<file path="config.mk">
export PLATFORM = sky130hd
export DESIGN_NAME = race_lane_engine_flat
export DESIGN_NICKNAME = d
export VERILOG_FILES = /design/src/rtl/race_lane_if.sv /design/src/rtl/race_lane_engine.sv /design/src/flat_wrapper.sv
export SDC_FILE = /design/constraint.sdc
export NUM_CORES = 1
export LEC_CHECK = 0
export CORE_ASPECT_RATIO = 1.25
export CORE_MARGIN = 2
export CORE_UTILIZATION = 65
export DETAILED_ROUTE_END_ITERATION = 10
export HOLD_SLACK_MARGIN = 0.02
export PLACE_DENSITY = 0.86
export SYNTH_ARGS = -nofsm -noshare
export SYNTH_HDL_FRONTEND = slang
export SYNTH_SLANG_ARGS = --single-unit
</file>
<file path="constraint.sdc">
create_clock -name clk -period 8.7 [get_ports clk]
set_input_delay 1.305 -clock clk [delete_from_list [all_inputs] [get_ports clk]]
set_output_delay 1.305 -clock clk [all_outputs]
set_load 0.005 [all_outputs]
</file>
<file path="src/rtl/race_lane_if.sv">
// race_lane_if: race core control/status bundle (start, pause, step, speed in; score, timer, state, winner, done out)
interface race_lane_if #(
  parameter int NUM_CH = 2,
  parameter int DIGITS = 2
);
  logic                       start;
  logic                       pause;
  logic [NUM_CH-1:0]          step;
  logic [2*NUM_CH-1:0]        speed;
  logic [DIGITS*4*NUM_CH-1:0] score;
  logic [DIGITS*4-1:0]        timer;
  logic [1:0]                 state;
  logic [NUM_CH-1:0]          winner;
  logic                       done;
  modport master (output start, pause, step, speed, input score, timer, state, winner, done);
  modport slave (input start, pause, step, speed, output score, timer, state, winner, done);
endinterface

</file>
<file path="src/rtl/race_lane_engine.sv">
// race_lane_engine: BCD countdown race lanes with auto pacing, BCD elapsed timer, pause and winner/tie detection
// Ports: clk; reset (async, active-high); bus.slave carries start/pause/step/speed in and score/timer/state/winner/done out
module race_lane_engine #(
  parameter int                  NUM_CH    = 2,
  parameter int                  DIGITS    = 2,
  parameter logic [DIGITS*4-1:0] START_BCD = 'h32,
  parameter int                  TICK_DIV  = 50_000_000,
  parameter int                  AUTO_BASE = 66_666_667
) (
  input logic        clk,
  input logic        reset,
  race_lane_if.slave bus
);
  localparam int SW = DIGITS * 4;
  localparam int PW = $clog2(TICK_DIV);
  localparam int AW = $clog2(3 * AUTO_BASE);
  typedef enum logic [1:0] {IDLE = 2'b00, RUN = 2'b01, PAUSE = 2'b10, DONE = 2'b11} state_t;
  state_t                       state_q, state_d;
  logic [NUM_CH-1:0][SW-1:0]    score_q, score_d;
  logic [NUM_CH-1:0][AW-1:0]    auto_q, auto_d;
  logic [NUM_CH-1:0][1:0]       spd_q;
  logic [PW-1:0]                pre_q, pre_d;
  logic [SW-1:0]                timer_q, timer_d;
  logic [NUM_CH-1:0]            win_q, win_d, fin, req;
  logic                         done_q;
  function automatic logic [SW-1:0] bcd_dec(input logic [SW-1:0] v);
    logic b;
    b = 1'b1;
    bcd_dec = v;
    for (int k = 0; k < DIGITS; k++)
      if (b) begin
        if (v[k*4+:4] == 4'd0) bcd_dec[k*4+:4] = 4'd9;
        else begin
          bcd_dec[k*4+:4] = v[k*4+:4] - 4'd1;
          b = 1'b0;
        end
      end
  endfunction
  function automatic logic [SW-1:0] bcd_inc(input logic [SW-1:0] v);
    logic c;
    c = 1'b1;
    bcd_inc = v;
    for (int k = 0; k < DIGITS; k++)
      if (c) begin
        if (v[k*4+:4] == 4'd9) bcd_inc[k*4+:4] = 4'd0;
        else begin
          bcd_inc[k*4+:4] = v[k*4+:4] + 4'd1;
          c = 1'b0;
        end
      end
  endfunction
  // An auto lane only ticks on a count reached under an unchanged speed code.
  always_comb begin
    for (int i = 0; i < NUM_CH; i++)
      req[i] = bus.speed[2*i+:2] == 2'd0 ? bus.step[i] :
               bus.speed[2*i+:2] == spd_q[i] &&
               auto_q[i] == AW'(int'(bus.speed[2*i+:2]) * AUTO_BASE - 1);
  end
  always_comb begin
    state_d = state_q;
    score_d = score_q;
    auto_d  = auto_q;
    pre_d   = pre_q;
    timer_d = timer_q;
    win_d   = win_q;
    fin     = '0;
    if (bus.start && state_q != IDLE) begin
      state_d = bus.pause ? PAUSE : RUN;
      score_d = {NUM_CH{START_BCD}};
      auto_d  = '0;
      pre_d   = '0;
      timer_d = '0;
      win_d   = '0;
    end else if (state_q == IDLE) begin
      state_d = bus.start ? RUN : IDLE;
    end else if (state_q == PAUSE) begin
      state_d = bus.pause ? PAUSE : RUN;
    end else if (state_q == RUN) begin
      if (bus.pause) state_d = PAUSE;
      else begin
        pre_d = pre_q == PW'(TICK_DIV - 1) ? '0 : pre_q + 1'b1;
        timer_d = pre_q == PW'(TICK_DIV - 1) ? bcd_inc(timer_q) : timer_q;
        for (int i = 0; i < NUM_CH; i++) begin
          auto_d[i] = (bus.speed[2*i+:2] == 2'd0 || req[i]) ? '0 : auto_q[i] + 1'b1;
          if (req[i] && score_q[i] != '0) begin
            score_d[i] = bcd_dec(score_q[i]);
            fin[i] = score_q[i] == SW'(1);
          end
        end
        if (|fin) begin
          state_d = DONE;
          win_d = fin;
        end
      end
    end
    // A new speed code restarts that lane's pacing from zero in every state.
    for (int i = 0; i < NUM_CH; i++)
      if (bus.speed[2*i+:2] != spd_q[i]) auto_d[i] = '0;
  end
  always_ff @(posedge clk or posedge reset) begin
    if (reset) begin
      state_q <= IDLE;
      score_q <= {NUM_CH{START_BCD}};
      auto_q  <= '0;
      spd_q   <= '0;
      pre_q   <= '0;
      timer_q <= '0;
      win_q   <= '0;
      done_q  <= 1'b0;
    end else begin
      state_q <= state_d;
      score_q <= score_d;
      auto_q  <= auto_d;
      spd_q   <= bus.speed;
      pre_q   <= pre_d;
      timer_q <= timer_d;
      win_q   <= win_d;
      done_q  <= state_d == DONE;
    end
  end
  assign bus.score  = score_q;
  assign bus.timer  = timer_q;
  assign bus.state  = state_q;
  assign bus.winner = win_q;
  assign bus.done   = done_q;
endmodule

</file>
<file path="src/flat_wrapper.sv">
// flat-port wrapper written by rule: the top's interface ports become plain ports
module race_lane_engine_flat 
#(
  parameter int                  NUM_CH    = 2,
  parameter int                  DIGITS    = 2,
  parameter logic [DIGITS*4-1:0] START_BCD = 'h32,
  parameter int                  TICK_DIV  = 50_000_000,
  parameter int                  AUTO_BASE = 66_666_667
)
  (clk, reset, bus_start, bus_pause, bus_step, bus_speed, bus_score, bus_timer, bus_state, bus_winner, bus_done);
  race_lane_if #(.NUM_CH(NUM_CH), .DIGITS(DIGITS)) bus_i ();
  input logic clk;
  input logic reset;
  input wire logic [$bits(bus_i.start)-1:0] bus_start;
  input wire logic [$bits(bus_i.pause)-1:0] bus_pause;
  input wire logic [$bits(bus_i.step)-1:0] bus_step;
  input wire logic [$bits(bus_i.speed)-1:0] bus_speed;
  output wire logic [$bits(bus_i.score)-1:0] bus_score;
  output wire logic [$bits(bus_i.timer)-1:0] bus_timer;
  output wire logic [$bits(bus_i.state)-1:0] bus_state;
  output wire logic [$bits(bus_i.winner)-1:0] bus_winner;
  output wire logic [$bits(bus_i.done)-1:0] bus_done;
  assign bus_i.start = bus_start;
  assign bus_i.pause = bus_pause;
  assign bus_i.step = bus_step;
  assign bus_i.speed = bus_speed;
  assign bus_score = bus_i.score;
  assign bus_timer = bus_i.timer;
  assign bus_state = bus_i.state;
  assign bus_winner = bus_i.winner;
  assign bus_done = bus_i.done;
  race_lane_engine #(.NUM_CH(NUM_CH), .DIGITS(DIGITS), .START_BCD(START_BCD), .TICK_DIV(TICK_DIV), .AUTO_BASE(AUTO_BASE)) u_core (.clk(clk), .reset(reset), .bus(bus_i));
endmodule
</file>
# Word level (Yosys, flattened, before mapping)
# Index checks and enable logic that the tools add are counted.
[op_classes]
reduce_logical = 38
n_addsub = 11
multipliers = 2
muxes = 85
eq_ne = 23
[ops]
columns = ["cell", "count"]
rows = [
  ["56-bit 2-to-1 mux", 5],
  ["26-bit 2-to-1 mux", 6],
  ["28-bit 2-to-1 mux", 4],
  ["16-bit 2-to-1 mux", 5],
  ["8-bit 2-to-1 mux", 8],
  ["28-bit by 1-bit adder with 28-bit output (second input constant)", 2],
  ["28-bit == test", 2],
  ["2-bit by 26-bit multiplier with 28-bit output (second input constant)", 2],
  ["28-bit by 2-bit subtractor with 28-bit output (second input constant)", 2],
  ["4-bit 2-to-1 mux", 9],
  ["1-bit 2-to-1 mux", 35],
  ["26-bit by 1-bit adder with 26-bit output (second input constant)", 1],
  ["26-bit == test (second input constant)", 1],
  ["2-bit 2-to-1 mux", 13],
  ["5-bit AND reduction", 4],
  ["6-bit AND reduction", 3],
  ["2-bit nonzero test", 9],
  ["8-bit by 1-bit == test with 1-bit output (second input constant)", 2],
  ["4-bit logical NOT", 4],
  ["8-bit nonzero test", 2],
  ["4-bit by 1-bit subtractor with 4-bit output (second input constant)", 4],
  ["3-bit by 2-bit inequality test with 1-bit output (second input constant)", 4],
  ["4-bit AND reduction", 3],
  ["4-bit by 1-bit adder with 4-bit output (second input constant)", 2],
  ["12 further kinds", 27],
]
[word_totals]
in_bits = 10
reg_bits = 115

# Logic depth before layout (Yosys ltp)
# Gate-level depths: netlist of run 1.
[logic_depth]
word_depth = 20
ltp_mapped = 11

# Worst setup path before layout of run 1
# No wires, ideal clock.
[synth_path]
path_kind = "input port to flip-flop"
from = "input port bus_speed[0]"
to = "register u_core.score_q, in the netlist u_core.bus.score[5]"
setup_time_ns = 0.064
t_required_ns = 8.636
setup_slack_ns = 5.038
path_stages = 10
n_path_buf = 1
arrival_ns = 3.598
path_cell_list = "inv_1 > ha_1 > or4_1 > o21a_1 > a2111oi_4 > and4_1 > buf_6 > o21ai_4 > or4_1 > nand3_1"
[synth_between]
elab_chain_len = 8
word_cells_on_any_way = 10
cone_classes = "1 x add/sub; 1 x mul; 2 x eq/ne; 1 x mux; 5 x reduce/logical"
[synth_rtl]
columns = ["item", "line_no", "rtl"]
rows = [
  ["start: declaration", "flat_wrapper.sv:17", "input wire logic [$bits(bus_i.speed)-1:0] bus_speed;"],
  ["2-bit by 26-bit multiplier with 28-bit output", "race_lane_engine.sv:57", "auto_q[i] == AW'(int'(bus.speed[2*i+:2]) * AUTO_BASE - 1);"],
  ["28-bit by 2-bit subtractor with 28-bit output", "race_lane_engine.sv:57", ""],
  ["28-bit == test", "race_lane_engine.sv:57", ""],
  ["1-bit logical AND", "race_lane_engine.sv:56", "bus.speed[2*i+:2] == spd_q[i] &&"],
  ["1-bit 2-to-1 mux *", "race_lane_engine.sv:55", "req[i] = bus.speed[2*i+:2] == 2'd0 ? bus.step[i] :"],
  ["1-bit logical AND *", "race_lane_engine.sv:85", "if (req[i] && score_q[i] != '0) begin"],
  ["2-bit nonzero test (no source line) *", "n/a", ""],
  ["6-bit AND reduction (no source line) *", "n/a", ""],
  ["end signal: assignment", "race_lane_engine.sv:103", "score_q <= {NUM_CH{START_BCD}};"],
  ["end signal: assignment", "race_lane_engine.sv:112", "score_q <= score_d;"],
  ["end: declaration", "race_lane_engine.sv:19", "logic [NUM_CH-1:0][SW-1:0] score_q, score_d;"],
]
# Mark *: on every way between the ends. The rest lies on a longest branch, timed or not.
# A chain may end at the register's enable or synchronous reset.

# Final worst setup path of run 1
[layout_path]
from = "input port bus_speed[0]"
to = "register u_core.auto_q[4] (netlist name)"
[layout_between]
elab_chain_len = 13
word_cells_on_any_way = 21
cone_classes = "1 x add/sub; 1 x mul; 6 x eq/ne; 8 x mux; 5 x reduce/logical"
[layout_rtl]
columns = ["item", "line_no", "rtl"]
rows = [
  ["2-bit by 26-bit multiplier with 28-bit output", "race_lane_engine.sv:57", ""],
  ["28-bit by 2-bit subtractor with 28-bit output", "race_lane_engine.sv:57", ""],
  ["28-bit == test", "race_lane_engine.sv:57", ""],
  ["1-bit logical AND", "race_lane_engine.sv:56", ""],
  ["1-bit 2-to-1 mux", "race_lane_engine.sv:55", ""],
  ["1-bit logical OR", "race_lane_engine.sv:84", "auto_d[i] = (bus.speed[2*i+:2] == 2'd0 || req[i]) ? '0 : auto_q[i] + 1'b1;"],
  ["28-bit 2-to-1 mux", "race_lane_engine.sv:84", ""],
  ["56-bit 2-to-1 mux", "race_lane_engine.sv:79", "if (bus.pause) state_d = PAUSE;"],
  ["56-bit 2-to-1 mux", "race_lane_engine.sv:78", "end else if (state_q == RUN) begin"],
  ["56-bit 2-to-1 mux", "race_lane_engine.sv:76", "end else if (state_q == PAUSE) begin"],
  ["56-bit 2-to-1 mux", "race_lane_engine.sv:74", "end else if (state_q == IDLE) begin"],
  ["56-bit 2-to-1 mux", "race_lane_engine.sv:67", "if (bus.start && state_q != IDLE) begin"],
  ["28-bit 2-to-1 mux", "race_lane_engine.sv:98", "if (bus.speed[2*i+:2] != spd_q[i]) auto_d[i] = '0;"],
  ["end signal: assignment", "race_lane_engine.sv:113", "auto_q <= auto_d;"],
  ["end: declaration", "race_lane_engine.sv:20", "logic [NUM_CH-1:0][AW-1:0] auto_q, auto_d;"],
]
# Parallel ways exist; a longest one is shown, timed or not. The select of a mux whose other input is x is not followed.

==> qor.txt, run 1 <==
Max Clock Skew = 0.00931 ns
critical path class = in2reg
via/cell ratio = 6.53
Final Cell Area = 7700 µm²
WP buf/inv = 2
Cell variety after synth = 68
most common cell after layout, fill and taps aside = dfrtp_1
sequential cell area fraction in the yosys report = 43.2%
routability cong. = 0.986
met3 Usage GRT = 7.26%
Clk Latency, worst-skew pair = 0.42 ns
largest net degree at the start of global routing = 64
grt ovf = 0
number of buffers added on ports = 38
Hold Crit Class = reg2reg
Net Switching = 472 µW
diode count = 0
status = completed
RSZ-0062 raised after global routing = false
gr usage total = 31.3%
crit share post-route = 53.6%
DP HPWL = 11,100 µm
Root Driver = clkbuf_16
area of placed instances = 7140 µm²
GR peak layer = met2
crit-path max cell delay = 0.72 ns
routed via count = 5,966
Peak VDD IR = 0.144 mV
Boundary Pins = 39
CP max FO = 20
Post-synth EDFFs = 0
Sw Share = 29.6%
Worst EP arrival = 4.96 ns
clock buffer depth = 2
most used flip-flop cell after synthesis = dfrtp_1
sinks on the clock net = 115
post-CTS setup buffer count = 0
Post-CTS Hold Fix Bufs = 0
Hold Fails Final Rpt = 0
fin util = 76.6%
worst-margin pin slew = 0.937 ns
# setup viols final = 0
DRC Markers = 0
post-CTS sizing = 0
Synth Cell Area = 6680 µm²
yosys warns = 0
global-route met1 utilization = 38.0%
vias in the first global route = 5,842
CTS tree = built
post-synthesis register bit count = 115
Pre-Repair DR Iteration Count = 5
Pint = 1.12 mW
max-capacitance violation count = 0
area of the core = 10,100 µm²
initial antenna violation count = 0
Slew Viols, Final = 0
commonest non-fill, non-tap cells in the layout = dfrtp_1 (109), nor2_1 (95), nand2_1 (60)
clock network power share = 42.2%
min cycle time layout = 4.66 ns
layout cell share with drive strength beyond 1 = 5.99%
Startpoint Class = input port
met2 usage = 52.8%
CTS clk-pin slew, worst paths = 0.05 ns
PwrDens = 207 nW/µm²
remaining antenna violation count = 0
Logic pwr share = 18.9%
final WL = 16,500 µm
Synth Instances = 736
achievable clock frequency = 214 MHz
Mapped Avg Cell Area = 9.08 µm²
TritonCTS Buffers = 17
CP cell instances = clkdlybuf4s50_1 > inv_1 > ha_1 > or4_1 > o21a_1 > a2111oi_4 > nor4b_1 > a311o_1 > nor2_1 > a211o_1
CTS H-tree lvls = 4
DIE WIDTH = 94.7 µm
WL/cell = 18.0 µm
num rows = 41
critical path data required time = 9.00 ns
Max-slew headroom = 37.4%
Die H = 117 µm
Overall Power = 1.59 mW
Total Nets Final = 803
WHS = 0.510 ns
Reg power frac = 38.9%
Worst Setup End Kind = flip-flop
DR iter-0 viols = 452
Initial Utilization = 66.5%
Largest delay share family, worst path = compound AO/OA/AOI/OAI gates
Synth async-reset ratio = 100%
setup TNS = 0 ns
first-pass GRT wire length = 27,800 µm
net count after synthesis = 767
LEAKAGE = 3.27 nW
Slowest cell on crit path = a311o_1
Die Area = 11,100 µm²
Layout area overhead = 15.3%
==> power by group through the flow <==
stage / clock network, mW / logic (mW) / registers [mW]
floorplan: 0 / 0.182 / 0.615
global placement: 0 / 0.280 / 0.621
detailed placement: 0 / 0.295 / 0.626
CTS: 0.673 / 0.299 / 0.618
global route: 0.703 / 0.332 / 0.624
finish: 0.672 / 0.300 / 0.619
==> synth_stat cells, drive strengths merged, types with 5 or more instances <==
cell,n,area [µm²]
a21o,13,97.6
a21oi,25,125
a31oi,7,43.8
and2,5,31.3
and3,18,113
and3b,7,61.3
buf,8,53.8
clkbuf,16,60.1
dfrtp,109,2730
dfstp,6,158
ha,21,263
inv,27,101
nand2,61,231
nand2b,7,43.8
nand3,42,210
nand3b,6,45.0
nand4,16,100
nor2,95,357
nor2b,6,37.5
nor3,28,145
nor4,12,75.1
nor4b,6,52.6
o211ai,12,104
o21a,7,52.6
o21ai,38,201
o31ai,9,67.6
o41ai,10,95.1
or3,12,75.1
or4,6,45.0
xnor2,23,201
xor2,30,263
==> per-layer routing <==
layer / share of wire [%] / wire length (µm)
met1: 40 / 6550
met3: 4.9 / 799
met4: 3.4 / 566
met2: 52 / 8550
met5: 0 / 0
==> worst reg2reg max path: cells and delay by family, from the launching register on <==
kind               cells  cell delay (ns)
AOI/OAI and AO/OA      2             1.23
and+or+nand+nor        4             1.40
DFF                    1             0.46
==> worst paths after layout <==
check,from,to,slack (ns),depth (start not counted)
max,bus_speed[0],u_core.auto_q[4],4.04,10
max reg2reg,u_core.pre_q[7],u_core.bus.timer[6],5.49,6
min reg2reg,u_core.bus.score[13],u_core.bus.score[13],0.51,2
max in group asynchronous,reset,u_core.pre_q[23],6.10,3
min in group asynchronous,reset,u_core.bus.score[7],1.32,2
min,u_core.bus.score[13],u_core.bus.score[13],0.51,2
==> through the flow <==
step                instances  setup slack (ns)
floorplan                 736              4.36
global placement          882              3.93
detailed placement        882              3.76
CTS                       913              4.19
global route              913              3.82
finish                    913              4.04
==> cell families after synthesis <==
logic type                 synth area share (%)
DFF                                        43.2
xor gates and xnor gates                   6.94
muxes                                     0.468
buffers and inverters                      3.22
and+or+nand+nor                            26.5
adders and majority gates                  3.93
AOI/OAI and AO/OA                          15.7
==> state kept, by name, summed over array words and instances (netlist names) <==
| register | flops |
|---|---|
| u_core.bus.state | 2 |
| u_core.pre_q | 26 |
| u_core.auto_q | 56 |
| u_core.bus.done | 1 |
| u_core.bus.timer | 8 |
| u_core.bus.score | 16 |
| u_core.spd_q | 4 |
| u_core.bus.winner | 2 |
==> cell type report <==
class                      count  area, µm²
clock buffer                  27        523
clock inverter                 4       45.0
fill                         659       2350
inverter                      27        104
multi-input combinational    570       3580
sequential                   115       2890
tap                          129        161
timing repair buffer          41        403
No activity file was read; power rests on OpenSTA's default activity.
==> run 2: changes to the inputs <==
CORE_UTILIZATION = 60   (was 65)
PLACE_DENSITY = 0.8   (was 0.86)
clock period = 4.5 ns   (was 8.7 ns; I/O delays follow)
==> qor.txt, run 2 (synthesis results as in run 1) <==
Slew Viols, Final = 0 (unchanged)
routed via count = 5,782 (-3.1%)
PwrDens = 404 nW/µm² (+96%)
Max Clock Skew = 0.00657 ns (-0.00275 ns)
post-CTS sizing = 0 (unchanged)
CP cell instances = clkdlybuf4s50_1 > inv_1 > ha_1 > xnor2_1 > mux2i_1 > nor4_1 > nand4_1 > o2bb2a_2 > or4b_1 > o211a_1
num rows = 43 (+4.9%)
DRC Markers = 0 (unchanged)
Pre-Repair DR Iteration Count = 5 (unchanged)
CP max FO = 14 (-30%)
Hold Fails Final Rpt = 0 (unchanged)
Slowest cell on crit path = clkdlybuf4s50_1
post-CTS setup buffer count = 0 (unchanged)
DR iter-0 viols = 383 (-15%)
crit share post-route = 80.5%
# setup viols final = 0 (unchanged)
area of the core = 11,000 µm² (+9.2%)
final WL = 15,900 µm (-3.2%)
diode count = 0 (unchanged)
Worst Min Path Start = u_core.bus.score[13]
number of buffers added on ports = 38 (unchanged)
status = completed
clock buffer depth = 2 (unchanged)
CTS tree = built
commonest non-fill, non-tap cells in the layout = dfrtp_1 (109), nor2_1 (95), nand2_1 (60)
initial antenna violation count = 0 (unchanged)
Total Nets Final = 809 (+0.75%)
via/cell ratio = 6.25 (-4.3%)
Hold Crit Class = reg2reg
crit-path max cell delay = 0.67 ns (-0.05 ns)
Worst EP arrival = 3.92 ns (-1.04 ns)
routability cong. = 0.939 (-4.8%)
CTS clk-pin slew, worst paths = 0.05 ns (about the same)
Initial Utilization = 60.9% (-5.6 points)
Worst Setup End Kind = flip-flop
first-pass GRT wire length = 26,600 µm (-4.3%)
max-capacitance violation count = 0 (unchanged)
Boundary Pins = 39 (unchanged)
grt ovf = 0 (unchanged)
fin util = 70.9% (-5.7 points)
critical path class = in2reg
min cycle time layout = 3.62 ns
Place WS = 0.493 ns (-3.27 ns)
TritonCTS Buffers = 17 (unchanged)
critical path data required time = 4.80 ns (-4.20 ns)
sinks on the clock net = 115 (unchanged)
Root Driver = clkbuf_16
largest net degree at the start of global routing = 55 (-14%)
RSZ-0062 raised after global routing = false
WL/cell = 17.2 µm (-4.5%)
worst setup margin = 0.879 ns (-3.16 ns)
Die Area = 12,000 µm² (+8.0%)
DP HPWL = 11,300 µm (+2.1%)
Max-slew headroom = 43.9% (+6.6 points)
CTS H-tree lvls = 4 (unchanged)
worst-margin pin slew = 0.832 ns (-0.105 ns)
layout cell share with drive strength beyond 1 = 6.96% (+0.97 points)
Die H = 122 µm (+3.9%)
Startpoint Class = input port
Clk Latency, worst-skew pair = 0.42 ns (about the same)
number of flip-flops in the largest register = 56 (unchanged)
Peak VDD IR = 0.307 mV (+110%)
Largest delay share family, worst path = simple AND/OR/NAND/NOR gates
DIE WIDTH = 98.4 µm (+3.9%)
vias in the first global route = 5,714 (-2.2%)
reg2reg start = u_core.pre_q[7]
most common cell after layout, fill and taps aside = dfrtp_1
Layout area overhead = 16.4%
remaining antenna violation count = 0 (unchanged)
Largest Register = u_core.auto_q
Post-CTS Hold Fix Bufs = 0 (unchanged)
WP buf/inv = 2 (unchanged)
gr usage total = 27.4% (-3.9 points)
setup TNS = 0 ns (unchanged)
LEAKAGE = 3.29 nW (+0.90%)
Setup crit start = bus_speed[3]
achievable clock frequency = 276 MHz
==> run 2: worst min-delay path: cells and delay by family (launching register included) <==
family          cells  cell delay [ns]
compound gates      1             0.05
flops               1             0.37
simple gates        1             0.07
==> run 2: report_power, final <==
| part | switching [mW] | leakage (nW) | internal, mW |
|---|---|---|---|
| registers | 0.0913 | 1.56 | 1.10 |
| clock network | 0.466 | 0.285 | 0.891 |
| logic | 0.359 | 1.45 | 0.235 |
==> run 2: worst paths after layout <==
check | slack (ns) | end | cells past startpoint
min in group asynchronous | 0.72 | u_core.auto_q[19] | 2
worst min register to register | 0.51 | u_core.bus.score[13] | 2
max in group asynchronous | 2.84 | u_core.bus.state[1] | 3
worst min-delay path | 0.51 | u_core.bus.score[13] | 2
worst max register to register | 1.32 | u_core.bus.timer[6] | 6
worst max-delay path | 0.88 | u_core.bus.score[15] | 10
==> run 2: layer usage <==
metal / part of all wire, % / vias to the layer above / wire (µm) / GRT usage, %
li1: - / 2745 / - / -
met1: 40 / 2814 / 6400 / 31.8
met2: 52 / 178 / 8320 / 48.9
met3: 4.5 / 45 / 722 / 5.51
met4: 3.1 / 0 / 493 / 12.4
met5: 0 / - / 0 / 0
==> run 2: cell type report <==
type / instances / area [µm²]
Timing Repair Buffer: 47 / 448
Inverter: 27 / 104
Clock inverter: 10 / 133
Clock buffer: 21 / 460
Multi-Input combinational cell: 570 / 3580
Fill cell: 828 / 3190
Tap cell: 135 / 169
Sequential cell: 115 / 2890
==> run 2: stage by stage <==
stage               instances  instance area (µm²)  power, mW  hold slack, ns
floorplan                 736                 6680       1.54           0.468
global route              925                 7780       3.29           0.510
detailed placement        894                 7190       1.80           0.502
global placement          894                 7190       1.77           0.494
CTS                       925                 7780       3.16           0.507
finish                    925                 7780       3.15           0.506
==> run 3: changes to the inputs <==
clock period = 3.7 ns   (was 4.5 ns; I/O delays follow)
==> qor.txt, run 3 (synthesis results as in run 1) <==
status = completed
clock network power share = 43.3% (+0.2 points)
first-pass GRT wire length = 27,200 µm (+2.2%)
DR iter-0 viols = 369 (-3.7%)
Worst R2R Setup Slack = 0.87 ns (-0.45 ns)
post-CTS sizing = 0 (unchanged)
Die Area = 12,000 µm² (unchanged)
Largest Register = u_core.auto_q
DRC Markers = 0 (unchanged)
remaining antenna violation count = 0 (unchanged)
RSZ-0062 raised after global routing = false
Reg power frac = 37.2% (-0.8 points)
fin util = 72.3% (+1.4 points)
Max-slew headroom = 45.9% (+2.0 points)
vias in the first global route = 5,730 (+0.28%)
number of buffers added on ports = 38 (unchanged)
WL/cell = 17.3 µm (+0.41%)
DP HPWL = 11,600 µm (+2.7%)
TritonCTS Buffers = 17 (unchanged)
# setup viols final = 0 (unchanged)
dpl cells = 910 (+1.8%)
worst-margin pin slew = 0.804 ns (-0.0281 ns)
Initial Utilization = 60.9% (unchanged)
Hold Fails Final Rpt = 0 (unchanged)
Worst EP arrival = 3.52 ns (-0.40 ns)
Sw Share = 29.5% (+0.38 points)
met3 WL = 749 µm (+3.7%)
Clk Latency, worst-skew pair = 0.42 ns (about the same)
Die H = 122 µm (unchanged)
Root Driver = clkbuf_16
M1 wire length = 6580 µm (+2.9%)
initial antenna violation count = 0 (unchanged)
via/cell ratio = 6.19 (-1.0%)
Setup crit start = bus_speed[2]
Peak VDD IR = 0.295 mV (-3.9%)
routability cong. = 0.888 (-5.3%)
diode count = 0 (unchanged)
num rows = 43 (unchanged)
max-capacitance violation count = 0 (unchanged)
reg2reg start = u_core.pre_q[7]
Max Clock Skew = 0.00662 ns (+0.0000541 ns)
Post-CTS Hold Fix Bufs = 0 (unchanged)
worst setup margin = 0.519 ns (-0.360 ns)
WHS = 0.515 ns (+0.00926 ns)
Final Cell Area = 7930 µm² (+1.9%)
gr usage total = 28.4% (+1.0 points)
Layout area overhead = 18.7%
critical path class = in2reg
area of placed instances = 7320 µm² (+1.8%)
Finished Layout Cells = 942 (+1.8%)
Pint = 2.75 mW (+23%)
Boundary Pins = 39 (unchanged)
number of flip-flops in the largest register = 56 (unchanged)
routed wl met2 = 8450 µm (+1.5%)
setup TNS = 0 ns (unchanged)
commonest non-fill, non-tap cells in the layout = dfrtp_1 (109), nor2_1 (95), nand2_1 (60)
post-CTS setup buffer count = 0 (unchanged)
Place WS = 0.107 ns (-0.386 ns)
Worst Setup End Kind = flip-flop
min cycle time layout = 3.18 ns
Net Switching = 1.15 mW (+25%)
critical path data required time = 4.04 ns (-0.76 ns)
Worst Min Path Start = u_core.bus.timer[7]
final WL = 16,300 µm (+2.3%)
Min-Delay Path Depth = 1 (-1)
CTS clk-pin slew, worst paths = 0.06 ns (about the same)
largest net degree at the start of global routing = 66 (+20%)
most common cell after layout, fill and taps aside = dfrtp_1
grt ovf = 0 (unchanged)
crit share post-route = 86.0%
Total Nets Final = 825 (+2.0%)
achievable clock frequency = 314 MHz
routed via count = 5,827 (+0.78%)
Pre-Repair DR Iteration Count = 5 (unchanged)
CP max FO = 13 (-1)
sinks on the clock net = 115 (unchanged)
clock buffer depth = 2 (unchanged)
LEAKAGE = 3.38 nW (+2.7%)
Slew Viols, Final = 0 (unchanged)
Filler cells = 811 (-2.1%)
Logic pwr share = 19.5% (+0.6 points)
PwrDens = 491 nW/µm² (+21%)
R2R cell count = 7 (+1)
layout cell share with drive strength beyond 1 = 9.17% (+2.2 points)
Startpoint Class = input port
CTS H-tree lvls = 4 (unchanged)
area of the core = 11,000 µm² (unchanged)
top routing layer used = met4
Overall Power = 3.89 mW (+24%)
DIE WIDTH = 98.4 µm (unchanged)
Hold Crit Class = reg2reg
reg-to-reg endpoint = u_core.bus.timer[6]
worst min-delay path endpoint = u_core.bus.timer[7]
CTS tree = built
[run 3: layer usage]
layer / vias up / GRT usage [%]
met5: - / 0
met1: 2812 / 33.4
li1: 2780 / -
met3: 45 / 6.43
met4: 0 / 12.5
met2: 190 / 49.8
[run 3: worst max-delay path by stage]
stage	to	slack, ns	depth (start not counted)
finish	u_core.bus.score[10]	0.52	11
global route	u_core.bus.score[6]	0.33	10
CTS	u_core.bus.score[6]	0.54	10
detailed placement	u_core.bus.score[6]	0.11	10
global placement	u_core.bus.score[5]	0.21	10
floorplan	u_core.auto_q[0]	0.11	1
[run 3: final cells by class]
cell class,count,area (µm²),area share (%)
Sequential cell,115,2890,36.4
Tap cell,135,169,2.13
Clock buffer,19,453,5.71
Clock inverter,13,158,1.99
Inverter,27,104,1.31
Timing Repair Buffer,63,581,7.32
Multi-Input combinational cell,570,3580,45.2
[run 3: power groups by stage]
stage	combinational, mW	sequential (mW)	clock (mW)
global placement	0.725	1.46	0
detailed placement	0.755	1.47	0
finish	0.760	1.45	1.69
floorplan	0.427	1.45	0
CTS	0.761	1.45	1.70
global route	0.843	1.47	1.75
[run 3: worst max-delay path, stage by stage]
cell	delay (ns)
clkdlybuf4s50_1	0.49
inv_1	0.10
ha_1	0.34
xnor2_1	0.23
mux2i_1	0.13
nor4_1	0.30
nand4_1	0.21
o2bb2a_2	0.31
buf_4	0.18
or4b_1	0.52
a21oi_1	0.16
==> edit 1: new RTL, config.mk and constraints of run 3 <==
Make the reset (`reset`) synchronous in one clocked block. Comments in the files are not updated.
--- a/src/rtl/race_lane_engine.sv
+++ b/src/rtl/race_lane_engine.sv
@@ -99,3 +99,3 @@
   end
-  always_ff @(posedge clk or posedge reset) begin
+  always_ff @(posedge clk) begin
     if (reset) begin
Function: differs if reset is asserted again (counterexample within 4 cycles, from zero or initial values and one cycle with reset high); with reset held inactive, the same outputs for 4 cycles.
==> edit 1 against run 3 <==
Count of clock-buffer cells in the layout up 3; setup slack better by 0.080 ns; synthesized area decreased by 12%; sequential cell count stayed put; die area decreased by 12%; non-clock buffer count down 10; fmax grew 2.6%; largest cell class unchanged; cell area is 12% lower; register-to-register slack better by 0.21 ns; routed wire length fell by 20%; core utilization up 0.56 points.
Power is not compared: it rests on default switching activity, and its combinational part moved more than twofold at a synthesized area within 25%.
==> edit 1: results (changes against run 3) <==
status=completed; Post-Route WL=13100 µm (-20%); Yosys Warn Count=0 (unchanged); placed cell count=832 (-8.6%); row count=40 (-7.0%); crit-path leading delay family=compound AO/OA/AOI/OAI gates; Synth area leaders=dfxtp_1 (39%), xor2_1 (8.1%), xnor2_1 (7.6%); drt pass-1 iters=5 (unchanged); Vias/cell=5.73 (-7.3%); CP arrival=3.41 ns (-0.11 ns); Layout fillers=710 (-12%); largest net degree at the start of global routing=29 (-56%); Slowest-stage cell, CP=o41a_1; All-Layer GR Usage=26.1% (-2.3 points); met2 wire len=6470 µm (-23%); Iter 0 DRT Violations=399 (+8.1%); FFs w/ async S/R, synth=0% (-100 points); main flop type after synthesis=dfxtp_1; HPWL after DPL=8960 µm (-23%); CTS Buf Count=17 (unchanged); number of global-route vias before repair=4994 (-13%); Post-Place Setup Slack=0.211 ns (+0.103 ns); DP Area=6410 µm² (-13%); crit path max fanout=8 (-5); setup ws final=0.598 ns (+0.0796 ns); Power Clock=~1500 µW; Clock Skew=0.00785 ns (+0.00123 ns); Final Hold Slack=0.480 ns (-0.0350 ns); Min-Delay Path Class=flip-flop to flip-flop; Slew Limit Headroom=61.4% (+15 points); global-route wire length before repair=22400 µm (-18%); Comb pwr share=about 5.1%; synth unique cells=68 (unchanged); Mapped Cells=673 (-8.6%); WL met1=5880 µm (-11%); Post-CTS Setup Repair Bufs=0 (unchanged); DR WL met3=550 µm (-27%); Nets=754 (-8.6%); Synth top cells by count=nor2_1 (118), dfxtp_1 (115), xor2_1 (54); syn nets=702 (-8.5%); Worst-path clk slew=0.05 ns; FF-to-FF setup slack=1.08 ns (+0.21 ns); Routability Congestion=0.891 (+0.27%); ratio of cells with drive above 1 in the final layout=8.27% (-0.90 points); Post-Layout Cell Count=864 (-8.3%); Critical Path Max Stage Delay=0.53 ns; P_leak=0.00242 µW; register area share after synthesis=39.3% (-3.9 points)
## edit 1: changes by cell type in the layout (fill, tap and decap cells not counted), sizes merged, moves of 13 or more
cell	delta
dfxtp	+115
dfrtp	-109
xnor2	+28
xor2	+24
nor2	+23
o21ai	-23
inv	-16
nand3	-15
nor3	-13
## edit 1: cell type report
type | instances | area (µm²) | area share (%)
Multi-Input combinational cell | 526 | 3410 | 48.9
Sequential cell | 115 | 2300 | 33.1
Timing Repair Buffer | 53 | 493 | 7.08
Clock buffer | 22 | 474 | 6.81
Tap cell | 126 | 158 | 2.26
Clock inverter | 10 | 82.6 | 1.19
Inverter | 12 | 45.0 | 0.647
## edit 1: metal layers
metal / vias to the layer above / GRT usage, %
met5: - / 0
met4: 0 / 9.25
met3: 18 / 7.04
met2: 109 / 44.3
met1: 2372 / 32.0
li1: 2456 / -
## edit 1: worst paths after layout
| check | from | endpoint | depth (start not counted) |
|---|---|---|---|
| setup / recovery | bus_speed[2] | u_core.bus.score[15] | 9 |
| hold / removal | u_core.bus.score[15] | u_core.bus.score[15] | 1 |
| setup reg to reg | u_core.pre_q[10] | u_core.pre_q[19] | 5 |
| hold reg to reg | u_core.bus.score[15] | u_core.bus.score[15] | 1 |
## edit 1: cells by family (layout without fill, tap and decap cells)
kind of cell,after synthesis,after routing,synth area share [%]
AO/OA/AOI/OAI,70,70,8.46
XOR/XNOR,105,105,15.7
adder cells (fa/ha/maj),19,19,4.06
buffers and inverters,32,97,2.56
flip-flops,115,115,39.3
multiplexers,7,7,1.20
AND/OR/NAND/NOR,325,325,28.7
## edit 1: metrics by stage
step	util (%)	power [µW]
CTS	72.8	2950
finish	72.8	2940
global route	72.8	3020
global placement	67.0	1420
detailed placement	67.0	1430
floorplan	-	1380
==> edit 2: new RTL, config.mk and constraints of run 3 <==
Made on the original files. `START_BCD` is set to 'h32 in 2 places; all go to 'h19.
--- a/src/rtl/race_lane_engine.sv
+++ b/src/rtl/race_lane_engine.sv
@@ -5,3 +5,3 @@
   parameter int                  DIGITS    = 2,
-  parameter logic [DIGITS*4-1:0] START_BCD = 'h32,
+  parameter logic [DIGITS*4-1:0] START_BCD = 'h19,
   parameter int                  TICK_DIV  = 50_000_000,
--- a/src/flat_wrapper.sv
+++ b/src/flat_wrapper.sv
@@ -5,3 +5,3 @@
   parameter int                  DIGITS    = 2,
-  parameter logic [DIGITS*4-1:0] START_BCD = 'h32,
+  parameter logic [DIGITS*4-1:0] START_BCD = 'h19,
   parameter int                  TICK_DIV  = 50_000_000,
Formal check against the unedited RTL: not equivalent (Yosys sat finds a counterexample within 4 cycles, from zero or initial values and one cycle with reset high).
==> edit 2 against run 3 <==
Global-route usage fell by 0.076 points; power fell by 2.6%; synthesized area rose by 4.1%; hold slack improved by 0.0095 ns; setup slack got worse by 0.12 ns; sequential cell count did not move; cell area rose by 3.1%; routed wire length rose by 4.4%; critical path type unchanged; critical endpoint is now u_core.bus.score[7]; highest routed layer unchanged.
==> edit 2: results (changes against run 3) <==
DP Area=7570 µm² (+3.5%); Post-Layout Cell Count=971 (+3.1%); Setup crit end=u_core.bus.score[7]; worst slew pin tran=0.744 ns (-0.0594 ns); syn_area_per_cell=9.03 µm² (-0.59%); synth unique cells=63 (-7.4%); largest net degree at the start of global routing=62 (-6.1%); number of global-route vias before repair=6240 (+8.9%); syn nets=812 (+5.9%); placed cell count=940 (+3.3%); Vias/cell=6.39 (+3.3%); Min-Delay Path Class=flip-flop to flip-flop; HPWL after DPL=11900 µm (+2.3%); CP arrival=3.64 ns (+0.12 ns); Worst-path clk slew=0.06 ns (about the same); Post-Route WL=17000 µm (+4.4%); ratio of cells with drive above 1 in the final layout=8.28% (-0.89 points); register area share after synthesis=41.5% (-1.7 points); reg-to-reg startpoint=u_core.pre_q[0]; Peak VDD IR=0.356 mV (+21%); Worst Setup SP=bus_speed[1]; Crit Reg-Reg Endpoint=u_core.bus.timer[3]; Synth top cells by count=dfrtp_1 (109), nand2_1 (73), nor2_1 (73); switching share of power=28.7% (-0.78 points); Reg2Reg Depth=7 (unchanged); crit path max fanout=8 (-5); Synth area leaders=dfrtp_1 (39%), ha_1 (5.6%), xor2_1 (4.2%); Worst-Skew Late Latency=0.42 ns (about the same); Nets=862 (+4.5%); CTS Buf Count=17 (unchanged); P_leak=0.00345 µW (+2.0%); Iter 0 DRT Violations=489 (+33%); Clock Skew=0.00954 ns (+0.00292 ns); status=completed; All-Layer GR Usage=28.3% (-0.076 points); Routability Congestion=0.861 (-3.0%); global-route wire length before repair=28900 µm (+6.3%)
edit 2: cell families (layout without fill, tap and decap cells):
group	count (synthesis)	count (layout)	share of synthesized area (%)
simple gates	343	343	26.1
fa+ha+maj	31	31	5.57
xor+xnor	60	60	7.55
flops	115	115	41.5
mux	7	7	1.01
compound gates	158	158	15.2
buf+inv	57	119	3.18
edit 2: area by class of cell:
cell class	instances	area (µm²)	share of cell area (%)
Tap cell	138	173	2.11
Clock buffer	21	470	5.75
Sequential cell	115	2890	35.3
Multi-Input combinational cell	599	3860	47.2
Inverter	30	115	1.41
Clock inverter	10	131	1.61
Timing Repair Buffer	58	543	6.64
edit 2: power by group through the flow:
stage               Combinational, µW  Sequential (µW)  Clock, µW
floorplan                         422             1420          0
detailed placement                689             1440          0
CTS                               695             1420       1680
global placement                  660             1440          0
global route                      770             1440       1740
finish                            695             1430       1670
edit 2: routing by layer:
metal | global-route usage, % | share of wire (%)
met5 | 0 | 0
met4 | 13.5 | 3.3
met3 | 4.99 | 5.1
met2 | 48.1 | 52
met1 | 34.5 | 40
edit 2: how the worst min path moves through the flow:
| stage | from | to | slack, ns |
|---|---|---|---|
| finish | u_core.auto_q[12] | u_core.auto_q[12] | 0.52 |
| global route | u_core.pre_q[8] | u_core.pre_q[8] | 0.53 |
| CTS | u_core.pre_q[8] | u_core.pre_q[8] | 0.52 |
| detailed placement | u_core.bus.timer[3] | u_core.bus.timer[3] | 0.51 |
| global placement | u_core.auto_q[12] | u_core.auto_q[12] | 0.49 |
| floorplan | u_core.pre_q[8] | u_core.pre_q[8] | 0.46 |
edit 2: metrics by stage:
step	total power (µW)	utilization, %	setup WS [ns]	hold slack [ns]
6_report	3800	71.4	0.396	0.525
5_1_grt	3950	71.4	0.172	0.532
2_1_floorplan	1840	-	0.111	0.460
3_3_place_gp	2100	66.1	0.222	0.494
4_1_cts	3800	71.4	0.414	0.517
3_5_place_dp	2130	66.1	0.0658	0.505
edit 2: worst max-delay path, stage by stage:
cell and delay [ns]:
clkdlybuf4s50_1 0.58, inv_1 0.14, ha_1 0.28, or4_1 0.52
o21a_1 0.24, a2111oi_4 0.40, a22oi_2 0.20, or4_1 0.57
a21oi_1 0.16
